### config.mk
export PLATFORM = sky130hd
export DESIGN_NAME = img_control_unit
export DESIGN_NICKNAME = d
export VERILOG_FILES = /design/src/rtl/cu_pkg.sv /design/src/rtl/img_addr_gen.sv /design/src/rtl/img_control_unit.sv
export SDC_FILE = /design/constraint.sdc
export NUM_CORES = 1
export LEC_CHECK = 0
export CORE_MARGIN = 2
export CORE_UTILIZATION = 46
export CTS_CLUSTER_SIZE = 10
export DETAILED_ROUTE_END_ITERATION = 6
export PLACE_DENSITY = 0.84
export RECOVER_POWER = 100
export SLEW_MARGIN = 10
export SYNTH_ARGS = -nofsm -noshare
export SYNTH_HDL_FRONTEND = slang
export SYNTH_HIERARCHICAL = 1
export SYNTH_SLANG_ARGS = --single-unit
export TNS_END_PERCENT = 20
### constraint.sdc
create_clock -name clk -period 3 [get_ports clk]
set_input_delay 0.6 -clock clk [delete_from_list [all_inputs] [get_ports clk]]
set_output_delay 0.6 -clock clk [all_outputs]
set_load 0.1 [all_outputs]
### src/rtl/cu_pkg.sv
// Shared definitions for the image control unit: opcodes, instruction field layout, FSM states.
package cu_pkg;

  typedef enum logic [5:0] {
    OP_ADD     = 6'd1,
    OP_SUB     = 6'd2,
    OP_MOV     = 6'd3,
    OP_DIV     = 6'd4,
    OP_MUL     = 6'd5,
    OP_AND     = 6'd6,
    OP_OR      = 6'd7,
    OP_STR_DAT = 6'd8,
    OP_LDR_DAT = 6'd9,
    OP_STR_IMG = 6'd10,
    OP_LDR_IMG = 6'd11
  } opcode_e;

  typedef enum logic [1:0] {
    ST_IDLE  = 2'd0,
    ST_ISSUE = 2'd1,
    ST_WAIT  = 2'd2,
    ST_TRAP  = 2'd3
  } state_e;

  localparam int OPC_MSB  = 31;
  localparam int OPC_LSB  = 26;
  localparam int RD_MSB   = 25;
  localparam int RD_LSB   = 23;
  localparam int RS1_MSB  = 22;
  localparam int RS1_LSB  = 20;
  localparam int RS2_MSB  = 19;
  localparam int RS2_LSB  = 17;
  localparam int IMM1_MSB = 15;
  localparam int IMM1_LSB = 8;
  localparam int IMM2_MSB = 7;
  localparam int IMM2_LSB = 0;

  function automatic logic is_legal(input logic [5:0] op);
    return (op >= 6'd1) && (op <= 6'd11);
  endfunction

  function automatic logic is_load(input logic [5:0] op);
    return (op == OP_LDR_DAT) || (op == OP_LDR_IMG);
  endfunction

  function automatic logic is_alu(input logic [5:0] op);
    case (op)
      OP_ADD, OP_SUB, OP_DIV, OP_MUL, OP_AND, OP_OR: return 1'b1;
      default:                                        return 1'b0;
    endcase
  endfunction

  // Loads keep their opcode on alu_ctrl so the datapath can steer the returning data.
  function automatic logic [5:0] alu_sel(input logic [5:0] op);
    if (is_alu(op) || is_load(op)) return op;
    return 6'd0;
  endfunction

endpackage

### src/rtl/img_addr_gen.sv
// Post-incrementing image byte-address counter: steps by STRIDE, wraps to 0 at IMG_BYTES,
// and pulses wrap_o during the first cycle the counter sits at 0 after a wrap.
module img_addr_gen
  import cu_pkg::*;
#(
  parameter int ADDR_W    = 32,
  parameter int IMG_BYTES = 152100,
  parameter int STRIDE    = 4
) (
  input  logic              clk,
  input  logic              rst_n,
  input  logic              step_i,
  output logic [ADDR_W-1:0] addr_o,
  output logic              wrap_o
);

  logic [ADDR_W-1:0] addr_q, addr_d;
  logic              wrap_q, wrap_d;
  logic [ADDR_W:0]   sum;

  // One extra bit so addresses near the top of the range cannot overflow the compare.
  assign sum = {1'b0, addr_q} + (ADDR_W+1)'(STRIDE);

  always_comb begin
    addr_d = addr_q;
    wrap_d = 1'b0;
    if (step_i) begin
      if (sum >= (ADDR_W+1)'(IMG_BYTES)) begin
        addr_d = '0;
        wrap_d = 1'b1;
      end else begin
        addr_d = sum[ADDR_W-1:0];
      end
    end
  end

  always_ff @(posedge clk or negedge rst_n) begin
    if (!rst_n) begin
      addr_q <= '0;
      wrap_q <= 1'b0;
    end else begin
      addr_q <= addr_d;
      wrap_q <= wrap_d;
    end
  end

  assign addr_o = addr_q;
  assign wrap_o = wrap_q;

endmodule

### src/rtl/img_control_unit.sv
// Image control unit: accepts one instruction in IDLE, strobes for one ISSUE cycle, waits MEM_LAT for loads.
// Define CU_ILLEGAL_TRAP_EN to lock into TRAP on an unsupported opcode until reset.
module img_control_unit
  import cu_pkg::*;
#(
  parameter int ADDR_W    = 32,
  parameter int IMG_BYTES = 152100,
  parameter int STRIDE    = 4,
  parameter int MEM_LAT   = 1
) (
  input  logic              clk,
  input  logic              rst_n,
  input  logic [31:0]       instr,
  input  logic              instr_valid,
  output logic              instr_ready,
  output logic [5:0]        alu_ctrl,
  output logic [2:0]        rs1,
  output logic [2:0]        rs2,
  output logic [2:0]        rd,
  output logic [7:0]        imm1,
  output logic [7:0]        imm2,
  output logic              rwe,
  output logic              rwe2,
  output logic              dm_we,
  output logic              im_we,
  output logic              im_rd,
  output logic [ADDR_W-1:0] im_waddr,
  output logic [ADDR_W-1:0] im_raddr,
  output logic [1:0]        frame_done,
  output logic              illegal
);

  localparam int WCNT_W = (MEM_LAT > 1) ? $clog2(MEM_LAT) : 1;

  state_e            state_q, state_d;
  logic [WCNT_W-1:0] wcnt_q, wcnt_d;
  logic [5:0]        op_q, alu_q;
  logic [2:0]        rd_q, rs1_q, rs2_q;
  logic [7:0]        imm1_q, imm2_q;
  logic              accept, in_issue, rd_wrap, wr_wrap;
  logic              unused_rsvd;

  // Bit 16 is reserved in the instruction format.
  assign unused_rsvd = instr[16];

  assign instr_ready = (state_q == ST_IDLE);
  assign accept      = instr_valid && instr_ready;
  assign in_issue    = (state_q == ST_ISSUE);

  always_comb begin
    state_d = state_q;
    wcnt_d  = wcnt_q;
    case (state_q)
      ST_IDLE: if (accept) state_d = ST_ISSUE;
      ST_ISSUE: begin
        if (is_load(op_q)) begin
          state_d = ST_WAIT;
          wcnt_d  = WCNT_W'(MEM_LAT - 1);
        end
`ifdef CU_ILLEGAL_TRAP_EN
        else if (!is_legal(op_q)) state_d = ST_TRAP;
`endif
        else state_d = ST_IDLE;
      end
      ST_WAIT: begin
        if (wcnt_q == '0) state_d = ST_IDLE;
        else              wcnt_d  = wcnt_q - WCNT_W'(1);
      end
`ifdef CU_ILLEGAL_TRAP_EN
      ST_TRAP: state_d = ST_TRAP;
`endif
      default: state_d = ST_IDLE;
    endcase
  end

  always_ff @(posedge clk or negedge rst_n) begin
    if (!rst_n) begin
      state_q <= ST_IDLE;
      wcnt_q  <= '0;
      op_q    <= '0;
      alu_q   <= '0;
      rd_q    <= '0;
      rs1_q   <= '0;
      rs2_q   <= '0;
      imm1_q  <= '0;
      imm2_q  <= '0;
    end else begin
      state_q <= state_d;
      wcnt_q  <= wcnt_d;
      if (accept) begin
        op_q   <= instr[OPC_MSB:OPC_LSB];
        alu_q  <= alu_sel(instr[OPC_MSB:OPC_LSB]);
        rd_q   <= instr[RD_MSB:RD_LSB];
        rs1_q  <= instr[RS1_MSB:RS1_LSB];
        rs2_q  <= instr[RS2_MSB:RS2_LSB];
        imm1_q <= instr[IMM1_MSB:IMM1_LSB];
        imm2_q <= instr[IMM2_MSB:IMM2_LSB];
      end
    end
  end

  assign alu_ctrl = alu_q;
  assign rd       = rd_q;
  assign rs1      = rs1_q;
  assign rs2      = rs2_q;
  assign imm1     = imm1_q;
  assign imm2     = imm2_q;

  // Loads write back on the last WAIT cycle, when the memory data is valid.
  assign rwe   = (in_issue && is_alu(op_q)) || ((state_q == ST_WAIT) && (wcnt_q == '0));
  assign rwe2  = in_issue && (op_q == OP_MOV);
  assign dm_we = in_issue && (op_q == OP_STR_DAT);
  assign im_we = in_issue && (op_q == OP_STR_IMG);
  assign im_rd = in_issue && (op_q == OP_LDR_IMG);

`ifdef CU_ILLEGAL_TRAP_EN
  assign illegal = (in_issue && !is_legal(op_q)) || (state_q == ST_TRAP);
`else
  assign illegal = in_issue && !is_legal(op_q);
`endif

  img_addr_gen #(
    .ADDR_W   (ADDR_W),
    .IMG_BYTES(IMG_BYTES),
    .STRIDE   (STRIDE)
  ) u_raddr (
    .clk   (clk),
    .rst_n (rst_n),
    .step_i(im_rd),
    .addr_o(im_raddr),
    .wrap_o(rd_wrap)
  );

  img_addr_gen #(
    .ADDR_W   (ADDR_W),
    .IMG_BYTES(IMG_BYTES),
    .STRIDE   (STRIDE)
  ) u_waddr (
    .clk   (clk),
    .rst_n (rst_n),
    .step_i(im_we),
    .addr_o(im_waddr),
    .wrap_o(wr_wrap)
  );

  assign frame_done = {wr_wrap, rd_wrap};

endmodule

==> results.cfg, run 1 <==
[status]
run_status = completed

[sta]
report.final.setup_viol = 0
worst_clock_skew_ns = 0.00828
max_freq_mhz = 344
grt_setup_unrepaired = yes
slew_at_the_pin_with_the_worst_max_slew_slack_ns = 1.47
period_minus_slack_ns = 2.91
final.period_utilization_pct = 97.0
maxSlewHeadroom_pct = 1.91
fin_worst_hold_slack_ns = 0.508
hold_viol_final = 0
timing_max_transition_violations_final = 0

[route]
wl_per_cell_um = 17.1
dr.first_iter.drc_count = 437
first_pass_iters = 5
antenna_left = 0
remaining_drc_errors = 0
via_per_instance_ratio = 5.83
vias_after_detailed_routing = 5370
wirelength_um = 15700

[die]
boundaryPins = 139
core.rowCount = 41
die_w_um = 118
floorplan.die_area_sq_mm = 0.0140
dieHeight_um = 118
effective_utilization_at_floorplan_pct = 47.5
floorplan.core_area_sq_mm = 0.0127

[synth]
post_synth_edffs = 0
seq_area_frac_synth_pct = 42.0
syn-instance-count = 625
per_instance_average_area_after_synthesis_sq_um = 9.62
synth.cell_area_sq_mm = 0.00601
netlist-cell-type-count = 65
synth_warnings = 6
ys_async_sr_fraction_pct = 100
ys.flop_type = sky130_fd_sc_hd__dfrtp_1
ffs_latches_synth = 101

[worst_setup_path]
path_max_fanout = 10
crit_path_start_kind = flop
critPathRequiredTime_ns = 3.26
setup.worst_path.end_class = flop
setup.worst_path.class = reg -> reg
worst-r2r-cell-count = 10
cp_data_arrival_time_ns = 3.17

[clock_tree]
clock_sinks = 101
worst_skew_pair.late_latency_ns = 0.36
numCtsBuffers = 9
clk_pin_slew_worst_paths_ns = 0.07
clock_tree.root_cell = sky130_fd_sc_hd__clkbuf_16
maximum_clock_path_buffer_count = 2
tritoncts = done
ctsHtreeMaxLevel = 3

[cells_and_area]
drive_above_1_share_pct = 17.4
area_delta_synth_final_pct = 21.0
fillerInstances = 1153
num-nets-final = 783
most_frequent_standard_cell_in_the_layout_excluding_fill_and_tap_cells = sky130_fd_sc_hd__dfrtp_1
most-common-layout-cells = sky130_fd_sc_hd__dfrtp_1 (88), sky130_fd_sc_hd__clkbuf_1 (83), sky130_fd_sc_hd__nor2_1 (40)
antenna_cells = 0

[global_routing]
grt.overflow.total = 0
grt.total_usage_pct = 22.6
largest_net_degree_at_the_start_of_global_routing = 59
first_global_vias = 5241
grt_antenna_before_repair = 0
global_route_wire_length_before_repair_um = 26100

[pwr]
swShare_pct = 38.3
max-vdd-ir-drop_mv = 0.322
report.power.total_mw = 3.79
cellLeakagePower_nw = 2.81
power_density_mw_per_mm2 = 521
cell_internal_pwr_mw = 2.34
seq_power_share_pct = 40.5
total_switching_power_mw = 1.45
comb_power_share_pct = 27.0
power_frac_clock_pct = 32.5

[min_path]
hold_path.class = reg -> reg
timing.hold.worst_path_depth = 1

[place]
gpl.final_weighted_congestion = 0.946
io_buffers = 133
hpwl_um = 11000

[run]
max_cap_violations = 0
## cells by family after synthesis
group,share of synthesized area [%]
simple gates,25.1
compound gates,15.6
flops,42.0
buf+inv,6.93
mux,7.88
xor+xnor,1.46
fa+ha+maj,0.832
other cells,0.125
## power groups by stage
stage / combinational, mW / sequential, mW / clock [mW]
2_1_floorplan: 0.267 / 2.10 / 0
3_3_place_gp: 1.06 / 1.55 / 0
3_5_place_dp: 1.08 / 1.56 / 0
4_1_cts: 1.09 / 1.54 / 1.26
5_1_grt: 1.07 / 1.55 / 1.32
6_report: 1.02 / 1.54 / 1.23
## metal layers
metal	wire length (um)	GRT usage, %
met1	6740	29.6
met2	7740	37.2
met3	1010	3.86
met4	252	8.66
met5	0	0
## path summary, 6_finish.rpt
path | startpoint | slack [ns] | to
hold reg to reg | alu_ctrl[4] | 0.51 | alu_ctrl[4]
hold / removal | alu_ctrl[4] | 0.51 | alu_ctrl[4]
setup reg to reg | u_raddr/addr_o[8] | 0.09 | u_raddr/addr_o[9]
max in group asynchronous | rst_n | 0.62 | u_raddr/addr_o[31]
setup / recovery | u_raddr/addr_o[8] | 0.09 | u_raddr/addr_o[9]
min in group asynchronous | rst_n | 0.59 | u_waddr/addr_o[29]
## metrics by stage
step                util [%]  setup WS [ns]  cells  area (sq um)  setup TNS, ns
floorplan                  -         -0.599    627          6070         -13.45
global placement        57.3          0.208    903          7260              0
detailed placement      57.3          0.101    903          7260              0
CTS                     59.8         0.0783    919          7580              0
global route            57.5        -0.0173    921          7280        -0.0286
finish                  57.5         0.0896    921          7280              0
## worst max-delay path, stage by stage, from the launching register on
cell and delay, ns:
sky130_fd_sc_hd__dfrtp_1 0.55, sky130_fd_sc_hd__nand4_2 0.24, sky130_fd_sc_hd__or3_4 0.48, sky130_fd_sc_hd__o41ai_1 0.41
sky130_fd_sc_hd__nor2_1 0.08, sky130_fd_sc_hd__mux2i_1 0.16, sky130_fd_sc_hd__o31a_1 0.29, sky130_fd_sc_hd__buf_4 0.16
sky130_fd_sc_hd__buf_6 0.13, sky130_fd_sc_hd__a31oi_1 0.10, sky130_fd_sc_hd__o22ai_1 0.21
## what timing repair did
action,4_1_cts,5_1_grt
buffers inserted,0,1
resized for setup,0,7
setup endpoints to repair,0,29
hold buffers,0,0
## cell usage after synthesis, types with 5 or more instances
master                     count  area [sq um]
sky130_fd_sc_hd__buf_6         5          56.3
sky130_fd_sc_hd__o21ai_0       6          30.0
sky130_fd_sc_hd__nor2b_1      38           238
sky130_fd_sc_hd__nand4_1      20           125
sky130_fd_sc_hd__nor4_1       12          75.1
sky130_fd_sc_hd__nor2_1       40           150
sky130_fd_sc_hd__mux2i_1       8          80.1
sky130_fd_sc_hd__and3_1        5          31.3
sky130_fd_sc_hd__a211oi_1      6          45.0
sky130_fd_sc_hd__buf_4        13          97.6
sky130_fd_sc_hd__a21oi_1      11          55.1
sky130_fd_sc_hd__and2_1        8          50.1
sky130_fd_sc_hd__nand2_1      37           139
sky130_fd_sc_hd__or3_1        10          62.6
sky130_fd_sc_hd__dfrtp_1     101          2530
sky130_fd_sc_hd__a31oi_1      20           125
sky130_fd_sc_hd__nor3_1       17          85.1
sky130_fd_sc_hd__nand2b_1     10          62.6
sky130_fd_sc_hd__nand3_1      20           100
sky130_fd_sc_hd__clkbuf_1      8          30.0
sky130_fd_sc_hd__o31ai_1       6          45.0
sky130_fd_sc_hd__inv_1        36           135
sky130_fd_sc_hd__o22ai_1      22           138
sky130_fd_sc_hd__and4_1       10          87.6
sky130_fd_sc_hd__a41oi_1      10          87.6
sky130_fd_sc_hd__buf_2        18          90.1
sky130_fd_sc_hd__xnor2_1       8          70.1
sky130_fd_sc_hd__mux2_2       35           394
sky130_fd_sc_hd__o211ai_1      8          60.1
## flip-flops by register name, indices dropped and copies added (netlist names)
signal / flops
rs2: 3
op_q: 6
u_raddr/wrap_o: 1
u_waddr/wrap_o: 1
imm2: 8
imm1: 8
alu_ctrl: 6
rs1: 3
u_waddr/addr_o: 30
rd: 3
u_raddr/addr_o: 30
state_q: 2
## layout make-up
class                      count  area (sq um)  share of cell area [%]
clock buffer                   9           225                    3.09
clock inverter                 7          91.3                    1.25
inverter                      36           135                    1.86
multi-input combinational    444          3120                    42.8
sequential                   101          2560                    35.1
tap                          172           215                    2.96
timing repair buffer         152           941                    12.9
Power figures use the tool's default switching activity.
==> run 2: changes to the inputs <==
--- a/config.mk
+++ b/config.mk
@@ -5,6 +5,7 @@
 export SDC_FILE = /design/constraint.sdc
 export NUM_CORES = 1
 export LEC_CHECK = 0
+export CORE_ASPECT_RATIO = 1.75
 export CORE_MARGIN = 2
 export CORE_UTILIZATION = 46
 export CTS_CLUSTER_SIZE = 10
==> run 2 against run 1 <==
- the flow now finishes with violations (max-capacitance violations, max-slew violations)
- combinational power about the same
- clock power decreased by 5%
- sequential cell count unchanged
- routed wire length increased by 2.8%
- register-to-register slack improved by 0.03 ns
- worst hold slack got worse by 0.0096 ns
- first-iteration DRC count decreased by 0.46%
- sequential share of layout area decreased by 0.28 points
- final cell count increased by 0.22%
- clock-buffer cell count unchanged
- fmax increased by 0.90%
- clock skew increased by 0.0027 ns
- critical path type unchanged
- critical endpoint is now u_waddr/addr_o[8]
==> results.cfg, run 2 (synthesis gave the netlist of run 1 again) <==
[pwr]
comb_power_share_pct = 27.4
seq_power_share_pct = 41.1
report.power.total_mw = 3.73
cell_internal_pwr_mw = 2.27
power_frac_clock_pct = 31.5
max-vdd-ir-drop_mv = 0.264
power_density_mw_per_mm2 = 508
swShare_pct = 39.1
total_switching_power_mw = 1.46
cellLeakagePower_nw = 2.86

[place]
dp_cells = 902
post_dp_cell_area_sq_mm = 0.00726
gpl.final_weighted_congestion = 0.911
pre_cts_worst_setup_slack_ns = 0.0887
hpwl_um = 11500
io_buffers = 133

[die]
floorplan.die_area_sq_mm = 0.0140
floorplan.core_area_sq_mm = 0.0129
effective_utilization_at_floorplan_pct = 46.7
core.rowCount = 55
die_w_um = 90.4
dieHeight_um = 155
boundaryPins = 139

[clock_tree]
numCtsBuffers = 9
clock_tree.root_cell = sky130_fd_sc_hd__clkbuf_16
worst_skew_pair.late_latency_ns = 0.35
post_cts_hold_buffer_count = 0
tritoncts = done
ctsHtreeMaxLevel = 3
clock_sinks = 101
clk_pin_slew_worst_paths_ns = 0.08
maximum_clock_path_buffer_count = 2

[route]
wl_per_cell_um = 17.5
dr.first_iter.drc_count = 435
via_per_instance_ratio = 6.11
vias_after_detailed_routing = 5640
remaining_drc_errors = 0
wirelength_um = 16200
first_pass_iters = 5
antenna_left = 0

[global_routing]
grt.total_usage_pct = 23.0
first_global_vias = 5432
grt_antenna_before_repair = 0
global_route_wire_length_before_repair_um = 26600
grt.overflow.total = 0
largest_net_degree_at_the_start_of_global_routing = 68

[run]
max_cap_violations = 1

[sta]
hold_viol_final = 0
maxSlewHeadroom_pct = -32.6
fin_worst_hold_slack_ns = 0.499
grt_setup_unrepaired = yes
totalNegativeSetupSlack_ns = 0
report.final.setup_viol = 0
slew_at_the_pin_with_the_worst_max_slew_slack_ns = 1.99
max_freq_mhz = 347
period_minus_slack_ns = 2.88
final.period_utilization_pct = 96.1
timing_max_transition_violations_final = 35
worst_clock_skew_ns = 0.0110
setup_ws_ns = 0.116

[cells_and_area]
finish.utilization_pct = 57.0
drive_above_1_share_pct = 18.5
num-nets-final = 786
most-common-layout-cells = sky130_fd_sc_hd__dfrtp_1 (88), sky130_fd_sc_hd__clkbuf_1 (75), sky130_fd_sc_hd__buf_4 (43)
antenna_cells = 0
fillerInstances = 1162
finish.cell_count_without_fillers = 923
area_delta_synth_final_pct = 22.0
most_frequent_standard_cell_in_the_layout_excluding_fill_and_tap_cells = sky130_fd_sc_hd__dfrtp_1
final_instance_area_sq_mm = 0.00734

[worst_setup_path]
cp_data_arrival_time_ns = 3.12
worst-r2r-cell-count = 10
critical_path.reg2reg.endpoint = u_waddr/addr_o[8]
crit_path_start_kind = flop
setup.worst_path.class = reg -> reg
regToRegStartpoint = u_waddr/addr_o[2]
critPathRequiredTime_ns = 3.24
capture_point_of_the_critical_path = u_waddr/addr_o[8]
reg2reg_slack_ns = 0.12
setup.worst_path.end_class = flop
path_max_fanout = 14
timing.critical_path.from = u_waddr/addr_o[2]

[status]
failed_checks = max-capacitance violations, max-slew violations
run_status = complete, but fails checks

[min_path]
hold_path.class = reg -> reg
startpoint_of_the_most_critical_hold_path = imm1[4]
-- run 2: critical path, stage by stage (launching register included) --
cell                       delay, ns
sky130_fd_sc_hd__dfrtp_4        0.54
sky130_fd_sc_hd__inv_1          0.13
sky130_fd_sc_hd__ha_1           0.27
sky130_fd_sc_hd__o21ba_2        0.21
sky130_fd_sc_hd__a311oi_1       0.25
sky130_fd_sc_hd__o32ai_1        0.13
sky130_fd_sc_hd__a211oi_1       0.23
sky130_fd_sc_hd__o21a_1         0.14
sky130_fd_sc_hd__o31a_1         0.27
sky130_fd_sc_hd__nand3_4        0.23
sky130_fd_sc_hd__o311ai_1       0.36
-- run 2: cell type report --
type                            instances  area [sq um]  share of cell area [%]
Sequential cell                       101          2560                    34.8
Clock buffer                            9           225                    3.07
Timing Repair Buffer                  155          1020                    13.8
Inverter                               36           135                    1.84
Multi-Input combinational cell        444          3110                    42.4
Clock inverter                          7          78.8                    1.07
Tap cell                              171           214                    2.92
-- run 2: what timing repair did --
action | in CTS | in global routing
resized for setup | 0 | 5
endpoints found under the setup margin | 0 | 30
setup buffers | 0 | 5
-- run 2: worst min-delay path by stage --
stage          depth (start not counted)                  to  slack (ns)
6_report                               1             imm1[4]        0.50
5_1_grt                                1             imm1[6]        0.52
4_1_cts                                1  u_raddr/addr_o[21]        0.21
3_5_place_dp                           1              rs2[2]        0.50
3_3_place_gp                           1         alu_ctrl[4]        0.49
2_1_floorplan                          0         alu_ctrl[0]        0.30
-- run 2: power groups by stage --
stage	Clock [mW]	Sequential (mW)	Combinational, mW
floorplan	0	2.10	0.267
global placement	0	1.56	1.06
detailed placement	0	1.56	1.08
CTS	1.20	1.54	1.09
global route	1.26	1.55	1.06
finish	1.17	1.53	1.02
-- run 2: routing by layer --
layer	wire length, um	vias up	GRT usage, %
li1	-	2542	-
met1	6080	2746	25.6
met2	8660	295	42.7
met3	966	57	4.02
met4	486	0	9.74
met5	0	-	0
==> run 3: changes to the inputs <==
--- a/config.mk
+++ b/config.mk
@@ -12,7 +12,7 @@
 export DETAILED_ROUTE_END_ITERATION = 6
 export PLACE_DENSITY = 0.84
 export RECOVER_POWER = 100
-export SLEW_MARGIN = 10
+export SLEW_MARGIN = 5
 export SYNTH_ARGS = -nofsm -noshare
 export SYNTH_HDL_FRONTEND = slang
 export SYNTH_HIERARCHICAL = 1
==> results of run 3 <==
Same layout as run 2: the final DEF is identical, and so are final timing and power.
